[config.mk]
export PLATFORM = sky130hd
export DESIGN_NAME = dpram_pipe
export DESIGN_NICKNAME = d
export VERILOG_FILES = /design/src/rtl/dpram_pkg.sv /design/src/rtl/dpram_lat_pipe.sv /design/src/rtl/dpram_pipe.sv
export SDC_FILE = /design/constraint.sdc
export NUM_CORES = 1
export LEC_CHECK = 0
export ABC_AREA = 1
export CORE_MARGIN = 1.5
export CORE_UTILIZATION = 60
export DETAILED_ROUTE_END_ITERATION = 6
export GPL_TIMING_DRIVEN = 1
export PLACE_DENSITY = 0.82
export SYNTH_ARGS = -nofsm -noshare
export SYNTH_HDL_FRONTEND = slang
export SYNTH_SLANG_ARGS = --single-unit
export TNS_END_PERCENT = 10
[constraint.sdc]
create_clock -name clk -period 1.7 [get_ports clk]
set_input_delay 0.34 -clock clk [delete_from_list [all_inputs] [get_ports clk]]
set_output_delay 0.34 -clock clk [all_outputs]
set_load 0.05 [all_outputs]
[src/rtl/dpram_pkg.sv]
// dpram_pkg: shared types and limits for the dpram_pipe RAM.
package dpram_pkg;

    localparam int unsigned MAX_LAT = 16;

    typedef enum logic {
        RDW_READ_FIRST  = 1'b0,
        RDW_WRITE_FIRST = 1'b1
    } rdw_mode_e;

    // Map the integer RDW_MODE parameter onto the enum.
    function automatic rdw_mode_e to_rdw_mode(input int mode);
        return (mode != 0) ? RDW_WRITE_FIRST : RDW_READ_FIRST;
    endfunction

endpackage

[src/rtl/dpram_lat_pipe.sv]
// dpram_lat_pipe: valid-tagged shift pipeline of LAT stages.
// LAT=0 is a combinational pass-through. Only the valid bits are cleared
// by reset; data stages are free-running and never looked at without valid.
module dpram_lat_pipe
    import dpram_pkg::*;
#(
    parameter int unsigned WIDTH = 8,
    parameter int unsigned LAT   = 1
) (
    input  logic             clk,
    input  logic             rst_n,
    input  logic             i_valid,
    input  logic [WIDTH-1:0] i_data,
    output logic             o_valid,
    output logic [WIDTH-1:0] o_data
);

    if (LAT == 0) begin : g_bypass
        logic w_unused;
        assign w_unused = clk ^ rst_n;
        assign o_valid  = i_valid;
        assign o_data   = i_data;
    end else begin : g_stages
        logic [LAT-1:0]   r_valid;
        logic [WIDTH-1:0] r_data [LAT];

        // Valid tags shift each cycle and are cleared asynchronously.
        always_ff @(posedge clk or negedge rst_n) begin
            if (!rst_n) begin
                r_valid <= '0;
            end else begin
                r_valid[0] <= i_valid;
                for (int unsigned i = 1; i < LAT; i++) begin
                    r_valid[i] <= r_valid[i-1];
                end
            end
        end

        // Data payload shifts alongside the valid tags.
        always_ff @(posedge clk) begin
            r_data[0] <= i_data;
            for (int unsigned i = 1; i < LAT; i++) begin
                r_data[i] <= r_data[i-1];
            end
        end

        assign o_valid = r_valid[LAT-1];
        assign o_data  = r_data[LAT-1];
    end

endmodule

[src/rtl/dpram_pipe.sv]
// dpram_pipe: single-clock true dual-port RAM with per-port read/write
// latency pipelines, valid-tagged read data, port-A priority on same-address
// write collisions and selectable read-during-write behaviour.
// Optional macro DPRAM_COLLISION_FLAG_EN adds the registered coll output.
module dpram_pipe
    import dpram_pkg::*;
#(
    parameter int DATA_WIDTH = 8,
    parameter int ADDR_WIDTH = 3,
    parameter int RD_LAT_A   = 1,
    parameter int WR_LAT_A   = 1,
    parameter int RD_LAT_B   = 1,
    parameter int WR_LAT_B   = 1,
    parameter int RDW_MODE   = 0
) (
    input  logic                  clk,
    input  logic                  rst_n,
    input  logic                  en_a,
    input  logic                  we_a,
    input  logic [ADDR_WIDTH-1:0] addr_a,
    input  logic [DATA_WIDTH-1:0] din_a,
    output logic [DATA_WIDTH-1:0] dout_a,
    output logic                  rvalid_a,
    input  logic                  en_b,
    input  logic                  we_b,
    input  logic [ADDR_WIDTH-1:0] addr_b,
    input  logic [DATA_WIDTH-1:0] din_b,
    output logic [DATA_WIDTH-1:0] dout_b,
    output logic                  rvalid_b
`ifdef DPRAM_COLLISION_FLAG_EN
    ,
    output logic                  coll
`endif
);

    localparam int        DEPTH = 1 << ADDR_WIDTH;
    localparam rdw_mode_e P_RDW = to_rdw_mode(RDW_MODE);

    typedef struct packed {
        logic [ADDR_WIDTH-1:0] addr;
        logic [DATA_WIDTH-1:0] data;
    } wr_req_t;

    typedef struct packed {
        logic [DATA_WIDTH-1:0] data;
    } rd_rsp_t;

    logic [DATA_WIDTH-1:0] r_mem [DEPTH];

    wr_req_t w_wreq_in_a, w_wreq_in_b, w_wreq_a, w_wreq_b;
    logic    w_wvld_a, w_wvld_b;
    logic    w_commit_a, w_commit_b, w_same_addr;

    rd_rsp_t w_rrsp_in_a, w_rrsp_in_b, w_rrsp_a, w_rrsp_b;
    logic    w_rvld_a, w_rvld_b;

    logic [DATA_WIDTH-1:0] r_dout_a, r_dout_b;
    logic                  r_rvalid_a, r_rvalid_b;

    // Write request pipelines: the pipe output is the write committing this edge.
    assign w_wreq_in_a = '{addr: addr_a, data: din_a};
    assign w_wreq_in_b = '{addr: addr_b, data: din_b};

    dpram_lat_pipe #(.WIDTH($bits(wr_req_t)), .LAT(WR_LAT_A - 1)) u_wr_pipe_a (
        .clk     (clk),
        .rst_n   (rst_n),
        .i_valid (en_a & we_a),
        .i_data  (w_wreq_in_a),
        .o_valid (w_wvld_a),
        .o_data  (w_wreq_a)
    );

    dpram_lat_pipe #(.WIDTH($bits(wr_req_t)), .LAT(WR_LAT_B - 1)) u_wr_pipe_b (
        .clk     (clk),
        .rst_n   (rst_n),
        .i_valid (en_b & we_b),
        .i_data  (w_wreq_in_b),
        .o_valid (w_wvld_b),
        .o_data  (w_wreq_b)
    );

    // Commit arbitration: port A wins a same-address collision.
    assign w_same_addr = w_wvld_a & w_wvld_b & (w_wreq_a.addr == w_wreq_b.addr);
    assign w_commit_a  = w_wvld_a;
    assign w_commit_b  = w_wvld_b & ~w_same_addr;

    // Array update; a zero-stage write pipe is combinational, so hold off while in reset.
    always_ff @(posedge clk) begin
        if (rst_n) begin
            if (w_commit_a) r_mem[w_wreq_a.addr] <= w_wreq_a.data;
            if (w_commit_b) r_mem[w_wreq_b.addr] <= w_wreq_b.data;
        end
    end

    // Read-during-write select: write-first returns the word committing this edge.
    function automatic logic [DATA_WIDTH-1:0] rdw_select(
        input logic [ADDR_WIDTH-1:0] rd_addr,
        input logic [DATA_WIDTH-1:0] mem_word,
        input logic                  ca,
        input wr_req_t               wa,
        input logic                  cb,
        input wr_req_t               wb
    );
        logic [DATA_WIDTH-1:0] word;
        word = mem_word;
        if (P_RDW == RDW_WRITE_FIRST) begin
            if (ca && (wa.addr == rd_addr))      word = wa.data;
            else if (cb && (wb.addr == rd_addr)) word = wb.data;
        end
        return word;
    endfunction

    assign w_rrsp_in_a.data = rdw_select(addr_a, r_mem[addr_a], w_commit_a, w_wreq_a,
                                         w_commit_b, w_wreq_b);
    assign w_rrsp_in_b.data = rdw_select(addr_b, r_mem[addr_b], w_commit_a, w_wreq_a,
                                         w_commit_b, w_wreq_b);

    // Read pipelines carry RD_LAT-1 stages; the output register is the last stage.
    dpram_lat_pipe #(.WIDTH($bits(rd_rsp_t)), .LAT(RD_LAT_A - 1)) u_rd_pipe_a (
        .clk     (clk),
        .rst_n   (rst_n),
        .i_valid (en_a & ~we_a),
        .i_data  (w_rrsp_in_a),
        .o_valid (w_rvld_a),
        .o_data  (w_rrsp_a)
    );

    dpram_lat_pipe #(.WIDTH($bits(rd_rsp_t)), .LAT(RD_LAT_B - 1)) u_rd_pipe_b (
        .clk     (clk),
        .rst_n   (rst_n),
        .i_valid (en_b & ~we_b),
        .i_data  (w_rrsp_in_b),
        .o_valid (w_rvld_b),
        .o_data  (w_rrsp_b)
    );

    // Port A output stage: pulse rvalid, hold data between reads.
    always_ff @(posedge clk or negedge rst_n) begin
        if (!rst_n) begin
            r_dout_a   <= '0;
            r_rvalid_a <= 1'b0;
        end else begin
            r_rvalid_a <= w_rvld_a;
            if (w_rvld_a) r_dout_a <= w_rrsp_a.data;
        end
    end

    // Port B output stage: pulse rvalid, hold data between reads.
    always_ff @(posedge clk or negedge rst_n) begin
        if (!rst_n) begin
            r_dout_b   <= '0;
            r_rvalid_b <= 1'b0;
        end else begin
            r_rvalid_b <= w_rvld_b;
            if (w_rvld_b) r_dout_b <= w_rrsp_b.data;
        end
    end

    assign dout_a   = r_dout_a;
    assign rvalid_a = r_rvalid_a;
    assign dout_b   = r_dout_b;
    assign rvalid_b = r_rvalid_b;

`ifdef DPRAM_COLLISION_FLAG_EN
    logic r_coll;

    // Collision flag: one-cycle pulse after an edge where both ports committed to one address.
    always_ff @(posedge clk or negedge rst_n) begin
        if (!rst_n) r_coll <= 1'b0;
        else        r_coll <= w_same_addr;
    end

    assign coll = r_coll;
`endif

endmodule

==> results.json <==
{
  "dieArea_um2": 9280,
  "worst_r2r_endpoint": "dout_a[6]$_DFFE_PN0P_",
  "synth_top_cell_by_area": "edfxtp_1",
  "relSlewSlack_pct": 61.6,
  "die_x_um": 96.4,
  "ys_ff_latch": 82,
  "globalRouteTotalUtil_pct": 39.0,
  "numCtsBuffers": 9,
  "required_ps": 1830,
  "route.detailed.drc": 0,
  "antenna_found_initial": 0,
  "ys_seq_area_share_pct": 45.4,
  "fin_setup_tns_ps": 0,
  "hold_viol_final": 0,
  "max_freq_mhz": 615,
  "fillers": 633,
  "first_iter_violations": 523,
  "dp_cells": 878,
  "p_leak_nw": 3.03,
  "portBuffers": 45,
  "r2r_cells": 4,
  "final_nets": 815,
  "async_flop_share_pct": 22.0,
  "holdCritPathClass": "input pin to async pin",
  "cap_violations": 0,
  "first_pass_iters": 6,
  "grt_pass1_vias": 4820,
  "critical_path_class": "input pin to register",
  "drive_gt1_share_pct": 16.9,
  "rr_startpoint": "r_mem[7][6]$_DFFE_PP_",
  "viasPerCell": 6.01,
  "rsz0062_at_grt": "false",
  "synth_top_area_share_pct": 36.8,
  "fin_worst_skew_ps": 10.2,
  "boundaryPins": 46,
  "finalSetupViolCount": 0,
  "hold-worst-slack_ps": 339,
  "wl_per_cell_um": 18.9,
  "clock_sinks": 82,
  "dpl.hpwl_mm": 11.8,
  "rows": 33,
  "finalWirelength_mm": 16.9,
  "gp_congestion": 0.964,
  "worstSkewPairLatency_ps": 370,
  "tightest_slew_ps": 575,
  "critPathLaunchType": "input pin",
  "finalCritPeriodShare_pct": 95.6,
  "cp_max_fo": 7,
  "yosysMostFrequentCell": "nand2_1",
  "endpoint_kind": "register",
  "start_util_pct": 62.7,
  "via_count": 5392,
  "syn2layout_area_growth_pct": 21.6,
  "h-tree-depth": 3,
  "die_h_um": 96.4,
  "syn-num-nets": 743,
  "synth_cell_type_count": 23,
  "grt_overflow": 0,
  "holdBufCountCts": 0,
  "grt_max_degree": 35,
  "antennaDiodeCount": 0,
  "yosys_warnings": 0,
  "synth_edf_count": 64,
  "synth_area_leaders": "edfxtp_1 37%, nand2_1 25%, dfrtp_1 8.6%, nand4_1 7.7%, nor2_1 3.9%",
  "clockRootBuffer": "clkbuf_8",
  "grt_pass1_wl_mm": 25.5,
  "arrival_ps": 1760,
  "multi_input_area_um2": 2540,
  "r2r_setup_slack_ps": 370,
  "synth_common_cells": "353 x nand2_1, 64 x edfxtp_1, 64 x nand4_1",
  "path_clk_slew_ps": 90,
  "fp.coreArea_um2": 8340,
  "syn_area_per_cell_um2": 7.31,
  "fin_total_pwr_mw": 4.82,
  "outcome": "finished clean",
  "period_minus_slack_ps": 1630,
  "ir_drop_mv": 0.451,
  "ant_nets": 0,
  "stdcell_count": 897,
  "synth_ff_type": "edfxtp_1",
  "cts_tree": "done",
  "powerDensity_nw_per_um2": 759,
  "syn_inst": 715,
  "clock_tree.buffer_depth": 2,
  "syn_area_um2": 5230,
  "drv_slew": 0,
  "final-seq-area_um2": 2370
}
[layout make-up]
| type | instances | share of cell area, % |
|---|---|---|
| clock buffers | 9 | 1.95 |
| clock inverters | 7 | 0.925 |
| multi-input cells | 553 | 40.0 |
| flip-flops and latches | 82 | 37.3 |
| well taps | 105 | 2.07 |
| inverters | 28 | 1.65 |
| repair buffers | 113 | 16.1 |
[layout by cell type, fill, tap and decap left out, drive strengths merged]
cell type      instances
o211ai                 9
buf                   84
clkinv                 1
clkdlybuf4s50         21
clkbuf                 9
inv                   33
dlygate4sd2            4
nor2                  55
bufbuf                 2
nand3                 24
edfxtp                64
nand2                354
nor3                   8
clkdlybuf4s15          2
nand4                 64
dfrtp                 18
or2                    8
o21ai                 31
clkinvlp               1
[power by group]
part / internal, mW / total (mW) / switching, mW
clock network: 0.559 / 1.39 / 0.831
logic: 0.367 / 1.11 / 0.744
registers: 2.26 / 2.32 / 0.0573
total: 3.19 / 4.82 / 1.63
[per-stage QoR]
step / worst slack (ps) / area, um^2 / util, %
after floorplan: -192 / 5230 / -
after global placement: -400 / 6090 / 73.1
after detailed placement: -454 / 6090 / 73.1
after CTS: 19.2 / 6340 / 76.0
after global routing: 15.3 / 6360 / 76.2
final: 74.3 / 6360 / 76.2
[worst max-delay path by stage]
stage / start / endpoint / slack, ps / depth (start not counted)
CTS: we_a / r_mem[1][6]$_DFFE_PP_ / 20 / 8
detailed placement: addr_b[1] / r_mem[5][2]$_DFFE_PP_ / -450 / 9
floorplan: addr_a[0] / r_mem[1][0]$_DFFE_PP_ / -190 / 5
finish: we_a / r_mem[1][6]$_DFFE_PP_ / 70 / 8
global route: we_a / r_mem[0][5]$_DFFE_PP_ / 20 / 8
global placement: addr_b[0] / r_mem[5][2]$_DFFE_PP_ / -400 / 10
[critical path, stage by stage]
cell	delay (ps)
clkdlybuf4s50_1	490
nand2_2	100
nor2_2	130
nand2_4	110
bufbuf_16	280
buf_4	150
nand4_1	80
nand2_1	70
[logic make-up after synthesis]
family,count (synthesis),synth area share (%)
AND/OR/NAND/NOR,513,44.0
flip-flops,82,45.4
buffers and inverters,80,6.36
AO/OA/AOI/OAI,40,4.26
[per-layer routing]
metal  GRT usage, %  share of wire [%]
met1           53.0                 38
met2           57.7                 43
met3           8.93                 14
met4           20.8                5.2
met5              0                  0
[registers in the layout, summed over array words and instances (netlist names)]
| signal | count |
|---|---|
| dout_a | 8 |
| rvalid_a | 1 |
| dout_b | 8 |
| rvalid_b | 1 |
| r_mem | 64 |
[timing repair]
| action | 4_1_cts | 5_1_grt |
|---|---|---|
| setup buffers | 1 | 0 |
| resized for setup | 6 | 6 |
| setup endpoints to repair | 106 | 44 |
| pin swaps | 1 | 1 |
| cloned | 2 | 0 |
Note: power is estimated with default switching activity, not from simulation.
